==> config.mk <==
export PLATFORM = sky130hd
export DESIGN_NAME = demux_1_n_reg
export DESIGN_NICKNAME = d
export VERILOG_FILES = /design/src/rtl/demux_1_n_reg.sv
export SDC_FILE = /design/constraint.sdc
export NUM_CORES = 1
export LEC_CHECK = 0
export CORE_MARGIN = 2
export CORE_UTILIZATION = 45
export DETAILED_ROUTE_END_ITERATION = 12
export PLACE_DENSITY = 0.75
export SYNTH_ARGS = -nofsm -noshare
export SYNTH_HDL_FRONTEND = slang
export SYNTH_SLANG_ARGS = --single-unit
==> constraint.sdc <==
create_clock -name clk -period 2.4 [get_ports clk]
set_input_delay 0.24 -clock clk [delete_from_list [all_inputs] [get_ports clk]]
set_output_delay 0.24 -clock clk [all_outputs]
set_load 0.05 [all_outputs]
==> src/rtl/demux_1_n_reg.sv <==
// Registered 1-to-N demultiplexer with per-channel valid/ready handshake,
// optional all-or-nothing broadcast and a 16-bit count of accepted words.
module demux_1_n_reg #(
  parameter int WIDTH = 8,
  parameter int SEL_W = 2
) (
  input  logic                            clk,
  input  logic                            rst_n,
  input  logic [WIDTH-1:0]                din,
  input  logic [SEL_W-1:0]                sel,
  input  logic                            bcast,
  input  logic                            in_valid,
  output logic                            in_ready,
  output logic [(2**SEL_W)-1:0]           out_valid,
  input  logic [(2**SEL_W)-1:0]           out_ready,
  output logic [(2**SEL_W)*WIDTH-1:0]     dout,
  output logic [15:0]                     acc_cnt
);

  localparam int N = 2**SEL_W;

  logic [N-1:0]            free;
  logic [N-1:0]            target;
  logic [N-1:0]            load;
  logic [N-1:0]            valid_q;
  logic [N-1:0][WIDTH-1:0] data_q;
  logic                    accept;

  // A channel can take a word if it is empty or being drained this cycle.
  assign free = ~valid_q | out_ready;

  always_comb begin
    target = '0;
    if (bcast) begin
      target = '1;
    end else begin
      target[sel] = 1'b1;
    end
  end

  always_comb begin
    in_ready = free[sel];
    if (bcast) begin
      in_ready = &free;
    end
  end

  assign accept = in_valid & in_ready;
  assign load   = accept ? target : '0;

  always_ff @(posedge clk or negedge rst_n) begin
    if (!rst_n) begin
      data_q <= '0;
    end else begin
      for (int k = 0; k < N; k++) begin
        if (load[k]) begin
          data_q[k] <= din;
        end
      end
    end
  end

  // A load wins over a drain so a channel can sustain one word per cycle.
  always_ff @(posedge clk or negedge rst_n) begin
    if (!rst_n) begin
      valid_q <= '0;
    end else begin
      for (int k = 0; k < N; k++) begin
        if (load[k]) begin
          valid_q[k] <= 1'b1;
        end else if (out_ready[k]) begin
          valid_q[k] <= 1'b0;
        end
      end
    end
  end

  always_ff @(posedge clk or negedge rst_n) begin
    if (!rst_n) begin
      acc_cnt <= 16'd0;
    end else if (accept) begin
      acc_cnt <= acc_cnt + 16'd1;
    end
  end

  assign out_valid = valid_q;
  assign dout      = data_q;

endmodule

Word level (Yosys, flattened, before mapping)

Cells that the tools add are included.

Mux-type cells: 15
Bitwise operators: 3
Reductions and logical operators: 6
Magnitude comparators: 2
Add/subtract/negate cells: 1

Operators with widths:

| cell                                                        | count |
|---|---|
| adder 16 x 1 -> 16 bit (second input constant)              | 1 |
| 2-to-1 mux 1 bit                                            | 11 |
| 2-to-1 mux 4 bit                                            | 2 |
| nonzero test 2 bit                                          | 4 |
| inverter 4 bit                                              | 1 |
| OR 4 bit                                                    | 1 |
| AND reduction 4 bit                                         | 1 |
| less-than comparator 2 x 3 -> 1 bit (second input constant) | 1 |
| binary-select mux 1 bit (select 2 bit)                      | 1 |
| demux 1 bit (select 2 bit)                                  | 1 |
| >= comparator 2 x 1 -> 1 bit (second input constant)        | 1 |
| AND 1 bit                                                   | 1 |
| logical AND 1 bit                                           | 1 |

Input bits: 18
Word-level logic and storage cells: 36
Register bits: 52
Output and inout bits: 53

Logic depth before layout (Yosys ltp)

Word-level depth: 8
Mapped depth: 6
Mapped depth without buffers: 4

Worst setup path after synthesis

OpenSTA, ideal clock, no wires.

Path kind: flip-flop to output port
From: reg valid_q[3] (netlist: out_valid[3])
To: out in_ready
Arrival: 2.467 ns
Cell stages (with the launch flop): 6
Buffers on the path: 2
Setup slack: -0.307 ns
Data required time: 2.160 ns
Cells stage by stage: dfrtp_1 nand2b_1 o221ai_2 buf_2 buf_2 nor3_1

Word-level cells in the longest chain between the ends: 5
Elaborated cells on any way between the ends: 6
Classes of those cells: mux: 3; bitwise: 2; reduce/logical: 1

Ends and longest elaborated chain:

| what                                   | RTL line | source |
|---|---|---|
| start: declaration                     | 25       | `logic [N-1:0] valid_q;` |
| start signal: assignment               | 66       | `valid_q <= '0;` |
| start signal: indexed assignment       | 70       | `valid_q[k] <= 1'b1;` |
| start signal: indexed assignment       | 72       | `valid_q[k] <= 1'b0;` |
| inverter 4 bit *                       | 30       | `assign free = ~valid_q \| out_ready;` |
| OR 4 bit *                             | 30       |  |
| binary-select mux 1 bit (select 2 bit) | 42       | `in_ready = free[sel];` |
| 2-to-1 mux 1 bit (not written as such) | 42       |  |
| 2-to-1 mux 1 bit *                     | 43       | `if (bcast) begin` |
| end: declaration                       | 13       | `output logic in_ready,` |

Every way passes the cells marked *; elsewhere a longest branch is shown, timed or not. The select of a mux whose other input is x is not followed.

Worst setup path in the final report

From: in sel[1]
To: out in_ready

Word-level cells in the longest chain between the ends: 3

Ends and longest elaborated chain:

| what                                   | RTL line | source |
|---|---|---|
| start: declaration                     | 10       | `input logic [SEL_W-1:0] sel,` |
| binary-select mux 1 bit (select 2 bit) | 42       |  |
| 2-to-1 mux 1 bit (not written as such) | 42       |  |
| 2-to-1 mux 1 bit                       | 43       |  |

No other way between the ends. The select of a mux whose other input is x is not followed.

==> run_results.csv <==
group,metric,value,unit
clock_network,cts_hold_buf,0,
cells_and_area,seq_area,1300,um2
place,io_buffers,70,
setup_path,critPathKind,"in -> out",
status,status,"completed",
floorplanning,initial_core_util,46.8,%
power_and_ir_drop,p_seq_share,31.9,%
synth,netlist.area_leader.share,54.5,%
clock_network,ctsResizeCount,0,
route,wl_per_cell,15.7,um
sta,tightest_slew,0.636,ns
cells_and_area,antenna_cells,0,
sta,hold_viol,0,
setup_path,cp.required,2.16,ns
synth,synth_cells,168,
sta,finalCritPeriodShare,85.9,%
place,hpwlAfterDp,3690,um
synth,yosysSeqAreaShare,54.5,%
cells_and_area,drive_gt1_share,27.8,%
synth,yosys_warnings,0,
sta,relSlewSlack,57.6,%
cells_and_area,fillers,399,
power_and_ir_drop,power_frac_comb,54.0,%
clock_network,clk_pin_slew_worst_paths,0.09,ns
setup_path,critPathSlowestCell,"o221ai_2",
cells_and_area,final_cell_mix,"clkdlybuf4s50_1 (68), dfrtp_1 (52), mux2_2 (32)",
global_routing,grt_usage,18.5,%
floorplanning,die_h,76.9,um
setup_path,slowest_delay,0.51,ns
power_and_ir_drop,p_leak,1.37,nW
global_routing,grt_pass1_wl,8690,um
cells_and_area,mostFrequentLayoutCell,"clkdlybuf4s50_1",
cells_and_area,fin_cells,322,
cells_and_area,multiInputGateArea,1040,um2
power_and_ir_drop,p_sw,2.14,mW
sta,skew,0.00776,ns
clock_network,cts_tree,"yes",
synth,synth_cell_types,31,
floorplanning,die_x,76.9,um
floorplanning,rows,26,
cells_and_area,syn_to_final_growth,40.5,%
setup_path,path_cells,"clkdlybuf4s50_1 > o21ba_2 > o221ai_2 > nor3_2 > buf_4",
setup_path,cp-start-kind,"primary input",
synth,synth_enable_flop_cells,0,
cells_and_area,final_area,3360,um2
place,routabilityCongestion,0.842,
synth,synth_area_per_cell,14.2,um2
floorplanning,die-area,5910,um2
sta,slew_violations,0,
clock_network,clock_latency,0.30,ns
min_path,min_path_type,"in -> async",
global_routing,grt_remaining_overflow,0,
power_and_ir_drop,ir_drop,0.000802,V
power_and_ir_drop,clockPowerShare,14.1,%
route,wirelength,5060,um
sta,setup_viol,0,
sta,max_freq,485,MHz
power_and_ir_drop,p_int,2.43,mW
power_and_ir_drop,power.density,1360,nW/um2
sta,holdWs,0.0305,ns
clock_network,cts-root-buf,"clkbuf_8",
place,dp_cells,314,
place,post_dp_cell_area,3230,um2
sta,fin_crit,2.06,ns
synth,ys_async_sr_fraction,100,%
floorplanning,core,5110,um2
synth,synthesis.nets,187,
floorplanning,io_pins,71,
route,drc_errors,0,
clock_network,ctsHtreeMaxLevel,2,
route,drt_iter0_markers,88,
cells_and_area,layout.nets,270,
synth,yosysTopAreaCell,"dfrtp_1",
route,detail-route-antenna-nets,0,
synth,synth_area_leaders,"dfrtp_1 (54%), mux2_2 (15%), xor2_1 (5.5%)",
sta,fin_tns_setup,0,ns
clock_network,post_cts_buffers,0,
clock_network,cts_buffer_depth,2,
global_routing,grt_pass1_vias,1767,
global_routing,grt_max_degree,53,
power_and_ir_drop,sw_frac_of_total,46.8,%
global_routing,antenna_found_initial,0,
sta,rsz0062_at_grt,"false",
route,firstDrtPassIters,2,
clock_network,cts_buffers,5,
synth,ys_seq_elements,52,
route,vias_per_cell,5.16,
route,vias,1660,
clock_network,cts.sinks,52,
setup_path,cp_max_fo,6,
setup_path,critical_path_arrival,1.82,ns
synth,syn-cell-area,2390,um2
synth,ys.flop_type,"dfrtp_1",
flow_run,drv_cap,0,
setup_path,end_kind,"primary output",
## worst max-delay path, delay by kind of cell
kind | cells | cell delay [ns]
buf+inv | 2 | 0.69
compound gates | 2 | 0.77
simple gates | 1 | 0.12
## metal layers
layer	up-vias	GRT usage, %	routed length, um
met5	-	0	0
met2	48	29.5	2470
met3	4	7.29	383
li1	784	-	-
met1	824	23.9	2170
met4	0	3.82	36
## synthesized netlist by cell type (4+ instances only)
| cell | count |
|---|---|
| dfrtp_1 | 52 |
| mux2_2 | 32 |
| nand2b_1 | 4 |
| xor2_1 | 15 |
| nand3_1 | 6 |
| nand2_1 | 5 |
| a2111oi_0 | 5 |
| nand4_1 | 4 |
| a211oi_1 | 4 |
| a21o_1 | 4 |
| inv_1 | 5 |
| a2111oi_2 | 5 |
## cell families (layout without fill, tap and decap cells)
group	Yosys count	after routing	synth area share, %
adder cells (fa/ha/maj)	1	1	0.523
AND/OR/NAND/NOR	27	27	7.43
flip-flops	52	52	54.5
XOR/XNOR	15	15	5.50
buffers and inverters	12	96	2.36
multiplexers	33	33	15.5
AO/OA/AOI/OAI	28	28	14.2
## power groups by stage
stage	Clock, mW	Combinational, mW	Sequential, mW
detailed placement	0	2.47	1.47
global placement	0	2.46	1.46
finish	0.644	2.46	1.46
CTS	0.662	2.48	1.46
global route	0.701	2.57	1.51
floorplan	0	0.538	2.53
## worst paths after layout
check	slack (ns)	end	cells past startpoint	startpoint
setup / recovery	0.34	in_ready	5	sel[1]
setup reg to reg	0.51	acc_cnt[1]	5	out_valid[3]
min in group clk	0.47	acc_cnt[15]	1	acc_cnt[15]
hold / removal	0.03	out_valid[0]	2	rst_n
hold reg to reg	0.47	acc_cnt[15]	1	acc_cnt[15]
max in group asynchronous	1.93	dout[24]	2	rst_n
## area by class of cell
class                   instances  share of cell area, %
well taps                      70                   2.61
inverters                       6                  0.671
repair buffers                 82                   23.3
multi-input cells             104                   30.9
clock inverters                 1                  0.894
flip-flops and latches         52                   38.7
clock buffers                   7                   2.87
## flip-flops by register name (all words and copies together), names as in the netlist
name	flops
out_valid	4
dout	32
acc_cnt	16
## per-stage QoR
stage                     setup WS (ns)  util (%)  total power, mW
after global routing              0.250      65.8             4.78
after floorplan                   0.112         -             3.07
after CTS                         0.339      65.8             4.60
after detailed placement         0.0903      63.3             3.95
final                             0.339      65.8             4.56
after global placement            0.133      63.3             3.92
No activity file was read; power rests on OpenSTA's default activity.
